## config.mk

```make
export PLATFORM = sky130hd
export DESIGN_NAME = fetch_ctrl
export DESIGN_NICKNAME = d
export VERILOG_FILES = /design/src/rtl/fetch_ctrl.sv
export SDC_FILE = /design/constraint.sdc
export NUM_CORES = 1
export LEC_CHECK = 0
export BUFFER_PORTS_ARGS = -buffer_cell sky130_fd_sc_hd__clkbuf_2
export CAP_MARGIN = 20
export CORE_MARGIN = 3
export CORE_UTILIZATION = 39
export CTS_BUF_LIST = sky130_fd_sc_hd__clkbuf_16
export DETAILED_ROUTE_END_ITERATION = 10
export PLACE_DENSITY = 0.88
export SYNTH_ARGS = -nofsm -noshare
export SYNTH_HDL_FRONTEND = slang
export SYNTH_SLANG_ARGS = --single-unit
```

## constraint.sdc

```tcl
create_clock -name clk -period 2.55 [get_ports clk]
set_input_delay 0.1275 -clock clk [delete_from_list [all_inputs] [get_ports clk]]
set_output_delay 0.1275 -clock clk [all_outputs]
set_load 0.01 [all_outputs]
```

## src/rtl/fetch_ctrl.sv

```systemverilog
// fetch_ctrl: stage-1 PC sequencer with imem handshake, wrong-path flush and sticky fetch error.
module fetch_ctrl #(
  parameter logic [31:0] RESET_VEC   = 32'h0000_0000,
  parameter int          MEM_TIMEOUT = 16
) (
  input  logic        clk,
  input  logic        reset,
  input  logic [31:0] pc_addr,
  output logic        pc_src,
  output logic [31:0] branch_addr,
  output logic        imem_req,
  output logic [31:0] imem_addr,
  input  logic        imem_ready,
  input  logic        id_stall,
  input  logic        br_taken,
  input  logic [31:0] br_target,
  output logic        if_valid,
  output logic        flush,
  output logic        fetch_err
);
  localparam int CW = $clog2(MEM_TIMEOUT + 1);
  typedef enum logic [2:0] {BOOT, FETCH, WAIT_MEM, DRAIN, ERROR} state_t;
  state_t        state;
  logic [CW-1:0] cnt;
  logic [CW-1:0] cnt_inc;
  logic          act;
  logic          live;
  logic          mis;
  logic          tmo;
  assign act         = state == FETCH || state == WAIT_MEM;
  assign live        = act || state == DRAIN;
  assign mis         = br_taken && br_target[1:0] != 2'b00;
  assign tmo         = cnt == CW'(MEM_TIMEOUT);
  // saturate so a redirect at the timeout boundary cannot wrap the counter in DRAIN
  assign cnt_inc     = tmo ? cnt : cnt + 1'b1;
  assign if_valid    = act && imem_ready && !id_stall && !br_taken;
  assign pc_src      = !if_valid;
  assign branch_addr = state == BOOT ? RESET_VEC : (live && br_taken && !mis) ? br_target : pc_addr;
  assign imem_req    = act;
  assign imem_addr   = pc_addr;
  assign flush       = live && br_taken;
  always_ff @(posedge clk or negedge reset) begin
    if (!reset) begin
      state     <= BOOT;
      cnt       <= '0;
      fetch_err <= 1'b0;
    end else begin
      case (state)
        BOOT: state <= FETCH;
        FETCH, WAIT_MEM: begin
          if (mis) begin
            state     <= ERROR;
            fetch_err <= 1'b1;
          end else if (imem_ready) begin
            state <= FETCH;
            cnt   <= '0;
          end else if (state == WAIT_MEM && tmo && !br_taken) begin
            state     <= ERROR;
            fetch_err <= 1'b1;
          end else begin
            state <= br_taken ? DRAIN : WAIT_MEM;
            cnt   <= state == FETCH ? CW'(1) : cnt_inc;
          end
        end
        DRAIN: begin
          if (mis || (!imem_ready && tmo)) begin
            state     <= ERROR;
            fetch_err <= 1'b1;
          end else if (imem_ready) begin
            state <= FETCH;
            cnt   <= '0;
          end else begin
            cnt <= cnt_inc;
          end
        end
        default: state <= state;
      endcase
    end
  end
endmodule

```

==> results_dict.tcl <==
set metrics [dict create \
    cp_max_fo 31 \
    path_clk_slew_ns 0.04 \
    synth.area.top_cells "buf_4 (18%), nand2_1 (18%), dfrtp_1 (17%), a21oi_1 (11%), a32o_1 (2.2%)" \
    setup_tns_ns 0 \
    comb_power_share_pct 37.5 \
    cts_tree "done" \
    power_density_nw_per_um2 429 \
    whs_path_depth 2 \
    critical_path_buf_inv_count 2 \
    start_util_pct 42.2 \
    status "completed" \
    syn_avg_cell_area_um2 6.49 \
    max-cap-violations 0 \
    clk_latency_ns 0.23 \
    finalCritPeriodShare_pct 81.7 \
    overflow 0 \
    ff_latch_area_um2 225 \
    post_cts_buffers 0 \
    final_util_pct 59.5 \
    period_needed_ns 2.08 \
    dp_hpwl_um 3600 \
    reg2reg_to "cnt[3]" \
    rsz0062_at_grt "false" \
    synth-edff-count 0 \
    drt_first_pass_iters 4 \
    end_kind "primary output" \
    r2r_cells 6 \
    ys_types 39 \
    dieArea_um2 4180 \
    synth-main-ff-cell "dfrtp_1" \
    grtUsageTotal_pct 20.0 \
    cts.sinks 9 \
    r2r_setup_slack_ns 0.77 \
    ys_ff_latch 9 \
    arrival_ns 1.96 \
    finalHoldViolCount 0 \
    cp_slowest_cell "dfrtp_1" \
    vias_per_cell 4.83 \
    tightest_slew_ns 0.399 \
    core-area_um2 3180 \
    drtIter0Drc 66 \
    ctsResizeCount 0 \
    setup_violations 0 \
    fin_skew_ns 0.000664 \
    dr_total_vias 1691 \
    switchingPower_mw 0.268 \
    setup_slack_ns 0.467 \
    reg2reg_from "cnt[0]" \
    seqPwrFrac_pct 28.8 \
    switching_share_pct 33.0 \
    wl_per_cell_um 12.4 \
    diodes 0 \
    yosysSeqAreaShare_pct 16.8 \
    nNetsFinal 378 \
    rows 20 \
    syn2layout_area_growth_pct 40.8 \
    cpLargestDelayFamily "flip-flops" \
    grt_pass1_wl_um 6780 \
    fillCellCount 308 \
    start_kind "register" \
    syn-cell-area_um2 1340 \
    grt_start_max_net_pins 32 \
    ios 138 \
    internal_power_mw 0.544 \
    die_w_um 64.7 \
    cts_root_buffer "clkbuf_16" \
    yosys.area.top_type "buf_4" \
    drc 0 \
    clkPwrFrac_pct 33.7 \
    synth_cells 207 \
    ir_drop_mv 0.496 \
    min_from "imem_ready" \
    slew_headroom_pct 73.3 \
    max_freq_ghz 0.480 \
    routed_wirelength_um 4340 \
    antenna_found_initial 0 \
    path_class "register to primary output" \
    slew_viol_final 0 \
    cts_buffers 3 \
    ys_async_sr_fraction_pct 100 \
    netlist.area_leader.share_pct 18.5 \
    max_stage_delay_ns 0.49 \
    multi_input_area_um2 798 \
    cp.depth 6 \
    final_layout_size_suffix_gt1_share_pct 49.0 \
    yosys_warnings 0 \
    place_ws_ns 0.722 \
    p_leak_nw 1.09 \
    p_total_mw 0.811 \
    fp.dieH_um 64.7 \
    first_global_vias 1493 \
    gp_congestion 0.847 \
    path_cells "o21ba_2 > and3_1 > buf_4 > nand2_1 > a21oi_1 > clkbuf_2" \
    whs_endpoint "state[1]" \
    htreeDepth 1 \
    ant_nets 0 \
    synth_nets 278 \
    hold_class "input port to register" \
    hold_slack_ns 0.246 \
    crit_required_ns 2.42 \
    max-clock-path-buffers 2 \
    port_buffers 137 \
]
## cell families after synthesis
| group | synth area share (%) |
|---|---|
| fa+ha+maj | 1.86 |
| flops | 16.8 |
| simple gates | 31.4 |
| compound gates | 22.8 |
| xor+xnor | 0.652 |
| buf+inv | 24.1 |
| mux | 2.33 |
## layout make-up
| class | count | area share (%) |
|---|---|---|
| multi-input combinational | 148 | 42.2 |
| timing repair buffer | 141 | 38.0 |
| sequential | 9 | 11.9 |
| clock buffer | 3 | 3.97 |
| tap | 44 | 2.91 |
| inverter | 4 | 0.794 |
| clock inverter | 1 | 0.199 |
## routing by layer
| layer | wire length, um | GRT usage (%) | up-vias | share of wire (%) |
|---|---|---|---|---|
| li1 | - | - | 868 | - |
| met1 | 1680 | 23.2 | 720 | 39 |
| met2 | 2140 | 35.2 | 90 | 49 |
| met3 | 391 | 3.99 | 13 | 9.0 |
| met4 | 119 | 9.23 | 0 | 2.7 |
| met5 | 0 | 0 | - | 0 |
## metrics by stage
step           std cells  instance area (um2)
6_report             350                 1890
5_1_grt              350                 1890
4_1_cts              350                 1890
3_5_place_dp         345                 1800
3_3_place_gp         345                 1800
2_1_floorplan        207                 1340
## worst max path at each step
stage | startpoint | end | slack, ns
after floorplan | state[0] | branch_addr[0] | 0.94
after global placement | state[2] | branch_addr[2] | 0.73
after CTS | state[2] | branch_addr[2] | 0.46
final | state[2] | branch_addr[2] | 0.47
after detailed placement | state[2] | branch_addr[2] | 0.72
after global routing | state[2] | branch_addr[15] | 0.31
## flip-flops by register name, indices dropped and copies added, names as in the netlist
| name | flops |
|---|---|
| fetch_err | 1 |
| cnt | 5 |
| state | 3 |
## power by group through the flow
stage	clock network [mW]	registers [mW]	logic (mW)
after floorplan	0	0.213	0.224
after global placement	0	0.232	0.295
after detailed placement	0	0.235	0.301
after CTS	0.283	0.234	0.306
after global routing	0.297	0.243	0.334
final	0.273	0.234	0.304
## synthesized netlist by cell type, types with 2 or more instances
| master | instances |
|---|---|
| o21ai_0 | 4 |
| dfrtp_1 | 9 |
| nor3_1 | 4 |
| inv_1 | 4 |
| o211a_1 | 2 |
| a21oi_1 | 30 |
| a32o_1 | 3 |
| nand2_1 | 63 |
| buf_4 | 33 |
| buf_2 | 4 |
| clkbuf_1 | 8 |
| ha_1 | 2 |
| nor3b_1 | 4 |
| mux2i_1 | 2 |
| nor2_1 | 7 |
| nand3_1 | 4 |
| o31ai_1 | 2 |
## layout by cell type, fill, tap and decap left out, types with 2 or more instances in the layout
cell type and n:
o211a_1 2, nor3_1 3, o21ai_0 4, nor3b_1 4, buf_4 3, nand3_1 4, nor2_1 7, inv_1 5
clkbuf_16 3, o31ai_1 2, nand2_1 63, dfrtp_1 9, a21oi_1 30, a32o_1 3, mux2i_1 2, ha_1 2
clkbuf_2 137
## what timing repair did
action | in CTS | in global routing
hold endpoints to repair | 9 | 0
hold buffers | 1 | 0
setup endpoints to repair | 0 | 0
No activity file was read; power rests on OpenSTA's default activity.
